File: config.mk
export PLATFORM = sky130hd
export DESIGN_NAME = piso_arbiter
export DESIGN_NICKNAME = d
export VERILOG_FILES = /design/src/rtl/piso_arbiter.sv
export SDC_FILE = /design/constraint.sdc
export NUM_CORES = 1
export LEC_CHECK = 0
export BUFFER_PORTS_ARGS = -buffer_cell sky130_fd_sc_hd__buf_2
export CORE_UTILIZATION = 34
export CTS_CLUSTER_DIAMETER = 50
export DETAILED_ROUTE_END_ITERATION = 8
export PLACE_DENSITY_LB_ADDON = 0.1
export SYNTH_ARGS = -nofsm -noshare
export SYNTH_HDL_FRONTEND = slang
export SYNTH_SLANG_ARGS = --single-unit
File: constraint.sdc
create_clock -name clk -period 3.3 [get_ports clk]
set_input_delay 0.495 -clock clk [delete_from_list [all_inputs] [get_ports clk]]
set_output_delay 0.495 -clock clk [all_outputs]
set_load 0.02 [all_outputs]
File: src/rtl/piso_arbiter.sv
`default_nettype none
// +----------------------------------------------------------------------+
// | piso_arbiter: round-robin two-source parallel-to-serial controller.  |
// | Rev 1.0                                                              |
// +----------------------------------------------------------------------+
module piso_arbiter #(
  parameter int WIDTH = 6
) (
  input  logic             clk,
  input  logic             clear,
  input  logic             flush,
  input  logic             req0,
  input  logic [WIDTH-1:0] data0,
  output logic             ack0,
  input  logic             req1,
  input  logic [WIDTH-1:0] data1,
  output logic             ack1,
  output logic             sout,
  output logic             svalid,
  output logic             sfirst,
  output logic             slast,
  output logic             grant,
  output logic             busy
);

  localparam int CW = $clog2(WIDTH);
  localparam logic [CW-1:0] LAST = CW'(WIDTH - 1);

  typedef enum logic [0:0] {
    IDLE  = 1'b0,
    SHIFT = 1'b1
  } state_e;

  state_e           state_q, state_d;
  logic [WIDTH-1:0] shreg_q, shreg_d;
  logic [CW-1:0]    cnt_q, cnt_d;
  logic             grant_q, grant_d;
  logic             last_grant_q, last_grant_d;
  logic             ack0_q, ack0_d;
  logic             ack1_q, ack1_d;

  logic             any_req;
  logic             winner;
  logic             at_final;
  logic             capture_ok;

  assign any_req    = req0 | req1;
  // On a tie the requester that did not win last time goes first.
  assign winner     = (req0 && req1) ? ~last_grant_q : req1;
  assign at_final   = (state_q == SHIFT) && (cnt_q == LAST);
  assign capture_ok = (state_q == IDLE) || at_final;

  always_comb begin
    state_d      = state_q;
    shreg_d      = shreg_q;
    cnt_d        = cnt_q;
    grant_d      = grant_q;
    last_grant_d = last_grant_q;
    ack0_d       = 1'b0;
    ack1_d       = 1'b0;

    if (flush) begin
      state_d = IDLE;
      shreg_d = '0;
      cnt_d   = '0;
    end else if (capture_ok && any_req) begin
      state_d      = SHIFT;
      shreg_d      = winner ? data1 : data0;
      cnt_d        = '0;
      grant_d      = winner;
      last_grant_d = winner;
      ack0_d       = ~winner;
      ack1_d       = winner;
    end else if (at_final) begin
      state_d = IDLE;
      shreg_d = '0;
      cnt_d   = '0;
    end else if (state_q == SHIFT) begin
      shreg_d = {shreg_q[WIDTH-2:0], 1'b0};
      cnt_d   = cnt_q + CW'(1);
    end
  end

  always_ff @(posedge clk or negedge clear) begin
    if (!clear) begin
      state_q      <= IDLE;
      shreg_q      <= '0;
      cnt_q        <= '0;
      grant_q      <= 1'b0;
      last_grant_q <= 1'b1;
      ack0_q       <= 1'b0;
      ack1_q       <= 1'b0;
    end else begin
      state_q      <= state_d;
      shreg_q      <= shreg_d;
      cnt_q        <= cnt_d;
      grant_q      <= grant_d;
      last_grant_q <= last_grant_d;
      ack0_q       <= ack0_d;
      ack1_q       <= ack1_d;
    end
  end

  assign busy   = (state_q == SHIFT);
  assign svalid = busy;
  assign sout   = busy & shreg_q[WIDTH-1];
  assign sfirst = busy && (cnt_q == '0);
  assign slast  = busy && (cnt_q == LAST);
  assign grant  = grant_q;
  assign ack0   = ack0_q;
  assign ack1   = ack1_q;

endmodule
`default_nettype wire

==> results.md <==
- Status: finished clean
- Number of flops mapped to enable cells by yosys: 0
- Slew @ Worst Pin: 0.8048 ns
- Max-Cap Viols: 0
- Cells after synthesis: 72
- RD Place Congestion: 0.6800
- Clk_lat worst skew: 0.28 ns
- Routed Antenna Nets: 0
- Synth top cells by count: dfrtp_1 (13), nand2_1 (10), inv_1 (9), mux2i_1 (6), o221ai_1 (5)
- Fraction of power spent switching nets: 28.80%
- Final Hold Vio Count: 0
- Most common cell in the netlist: dfrtp_1
- CP startpoint: cnt_q[0]
- Clock transition at path regs: 0.09 ns
- RSZ-0062 raised after global routing: no
- Hold Crit Class: input port to asynchronous set/reset pin
- Core Util, Final: 45.31%
- Hold WS: 0.09726 ns
- Clk buf depth: 2
- Layout cells sized above 1: 35.05%
- Sequential power share: 48.4%
- DR DRC count: 0
- Gr busiest metal: met2
- Final std cells w/o fill: 124
- Post-synth ARST share: 100.0%
- #FFs+latches synth: 14
- Routing usage on met2: 21.60%
- Clock tree from TritonCTS: yes
- Inserted Clock Buffers: 3
- Post-route setup slack: 1.526 ns
- All-Layer GR Usage: 14.10%
- Worst path slowest cell: dfrtp_1
- M1 GR Usage: 18.58%
- DRT Pass-1 Iters: 4
- Row count: 16
- Resize count post-CTS: 0
- Startpoint Class: flip-flop
- Fmax: 563.6 MHz
- Grt total ovfl: 0
- Internal power: 307.5 uW
- First-pass GRT wire length: 2497 um
- Synth top area cells: dfrtp_1 (44%), mux2i_1 (8.1%), o221ai_1 (5.9%)
- Vert. Die Dim: 48.56 um
- Share of the synthesized area in the top cell type: 44.14%
- Avg Synthesized Cell Area: 10.24 sq um
- Crit end category: primary output
- Cell area power density: 476.2 nW/um^2
- Clock Sinks: 14
- Post-DP HPWL: 979.7 um
- Port buffer count: 24
- WL/cell: 11.10 um
- Clock network fraction of total power: 28.2%
- Ant diodes: 0
- Dpl cells: 120
- Post-CTS Setup Repair Bufs: 0
- Final cycle utilization of the critical path: 53.77%
- H-tree Lvls: 1
- Via count of the first global-routing pass: 572
- Hold Buf Count CTS: 0
- Final #Nets: 118
- Worst path cell trace: ha_1 -> and3_1 -> buf_2
- Seq/Total Area, Yosys: 47.71%
- Via-to-Cell Ratio: 4.685
- Post-Syn Area: 737.0 sq um
- Min Tclk post-route: 1.774 ns
- Wirelength, routed: 1377 um
- Slowest stage delay, CP: 0.43 ns
- WP data required: 2.80 ns
- Die area: 2358 sq um
- P_leak: 0.4614 nW
- Met3 Use GR: 5.031%
- Rel. slew slack: 45.90%
- Total nets after synthesis: 92
- Post-Place Worst Slack: 1.660 ns
- Core area: 2002 sq um
- Root Driver: clkbuf_4
- Initial antenna violation count: 0
- Layout Area Growth over Synthesis: 23.09%
- Starting Density: 36.81%
- Clock Skew: 0.003901 ns
- Crit path buf inv count: 1
- Area leader, netlist: dfrtp_1
- Worst Path Max Fanout: 5
- Synth cell types: 26
- Worst Path Class, Setup: flip-flop to primary output
- Slew Viols, Final: 0
- Final TNS setup: 0 ns
- Main flop type after synthesis: dfrtp_1
- Yosys Warn Count: 0
- Worst path top cell family by delay: flip-flops
- Combinational share of power: 23.4%
- DR vias: 581
- Setup violations, final: 0
- RR Startpoint: cnt_q[1]
- Peak supply drop: 0.3157 mV
- DR iter-0 viols: 8
- Psw: 124.4 uW
- Critical path arrival: 1.28 ns
- Die Width: 48.56 um
- Fill count: 210
- IO Count: 25
- Largest net degree at the start of global routing: 15
cell type report:
| cell class | count | area (sq um) | area share [%] |
|---|---|---|---|
| Tap cell | 27 | 33.78 | 3.724 |
| Sequential cell | 14 | 351.6 | 38.76 |
| Timing Repair Buffer | 25 | 127.6 | 14.07 |
| Clock buffer | 4 | 36.28 | 4.000 |
| Multi-Input combinational cell | 45 | 324.1 | 35.72 |
| Inverter | 9 | 33.78 | 3.724 |
routing by layer:
layer	wire length [um]	vias up	share of wire (%)
li1	-	296	-
met1	654	264	47
met2	625	19	45
met3	83	2	6.0
met4	13	0	0.94
met5	0	-	0
placed cells by master, fill, tap and decap left out:
cell / instances
nor4_2: 1
ha_1: 3
nor2b_1: 1
and3_1: 1
buf_2: 24
nand3b_1: 1
or3_4: 1
mux2i_1: 6
nand2_1: 10
o21ai_0: 4
nand2b_1: 1
dfstp_2: 1
buf_4: 1
clkbuf_4: 3
and2_1: 1
a21boi_0: 1
clkbuf_8: 1
dfrtp_1: 13
inv_1: 9
o221ai_1: 5
a21boi_1: 1
a21oi_1: 1
nor2_1: 4
mux2_4: 1
mux2_2: 1
nor3b_1: 1
cells by family after synthesis:
logic type	Yosys count	share of synthesized area, %
fa+ha+maj	3	5.094
mux	8	11.71
buf+inv	13	8.318
simple gates	22	15.79
flops	14	47.71
compound gates	12	11.38
worst paths after layout:
path | depth (start not counted) | slack, ns | endpoint
worst max-delay path | 3 | 1.53 | slast
worst min-delay path | 1 | 0.1 | cnt_q[2]
worst max register to register | 5 | 1.66 | grant
worst min register to register | 2 | 0.49 | shreg_q[5]
max in group asynchronous | 1 | 2.91 | last_grant_q
min in group clk | 2 | 0.41 | cnt_q[2]
flip-flops by register name, indices dropped and copies added, names as in the netlist:
name          cells
ack0              1
ack1              1
busy              1
cnt_q             3
grant             1
last_grant_q      1
shreg_q           6
stage by stage:
stage,instance area [sq um],power [mW]
2_1_floorplan,737.0,0.2818
3_3_place_gp,870.8,0.3138
3_5_place_dp,870.8,0.3160
4_1_cts,907.1,0.4416
5_1_grt,907.1,0.4645
6_report,907.1,0.4320
power groups by stage:
stage	Sequential [mW]	Combinational (mW)	Clock, mW
CTS	0.209	0.104	0.129
finish	0.209	0.101	0.122
global route	0.212	0.115	0.138
detailed placement	0.213	0.103	0
global placement	0.212	0.102	0
floorplan	0.219	0.0630	0
Power figures use the tool's default switching activity.
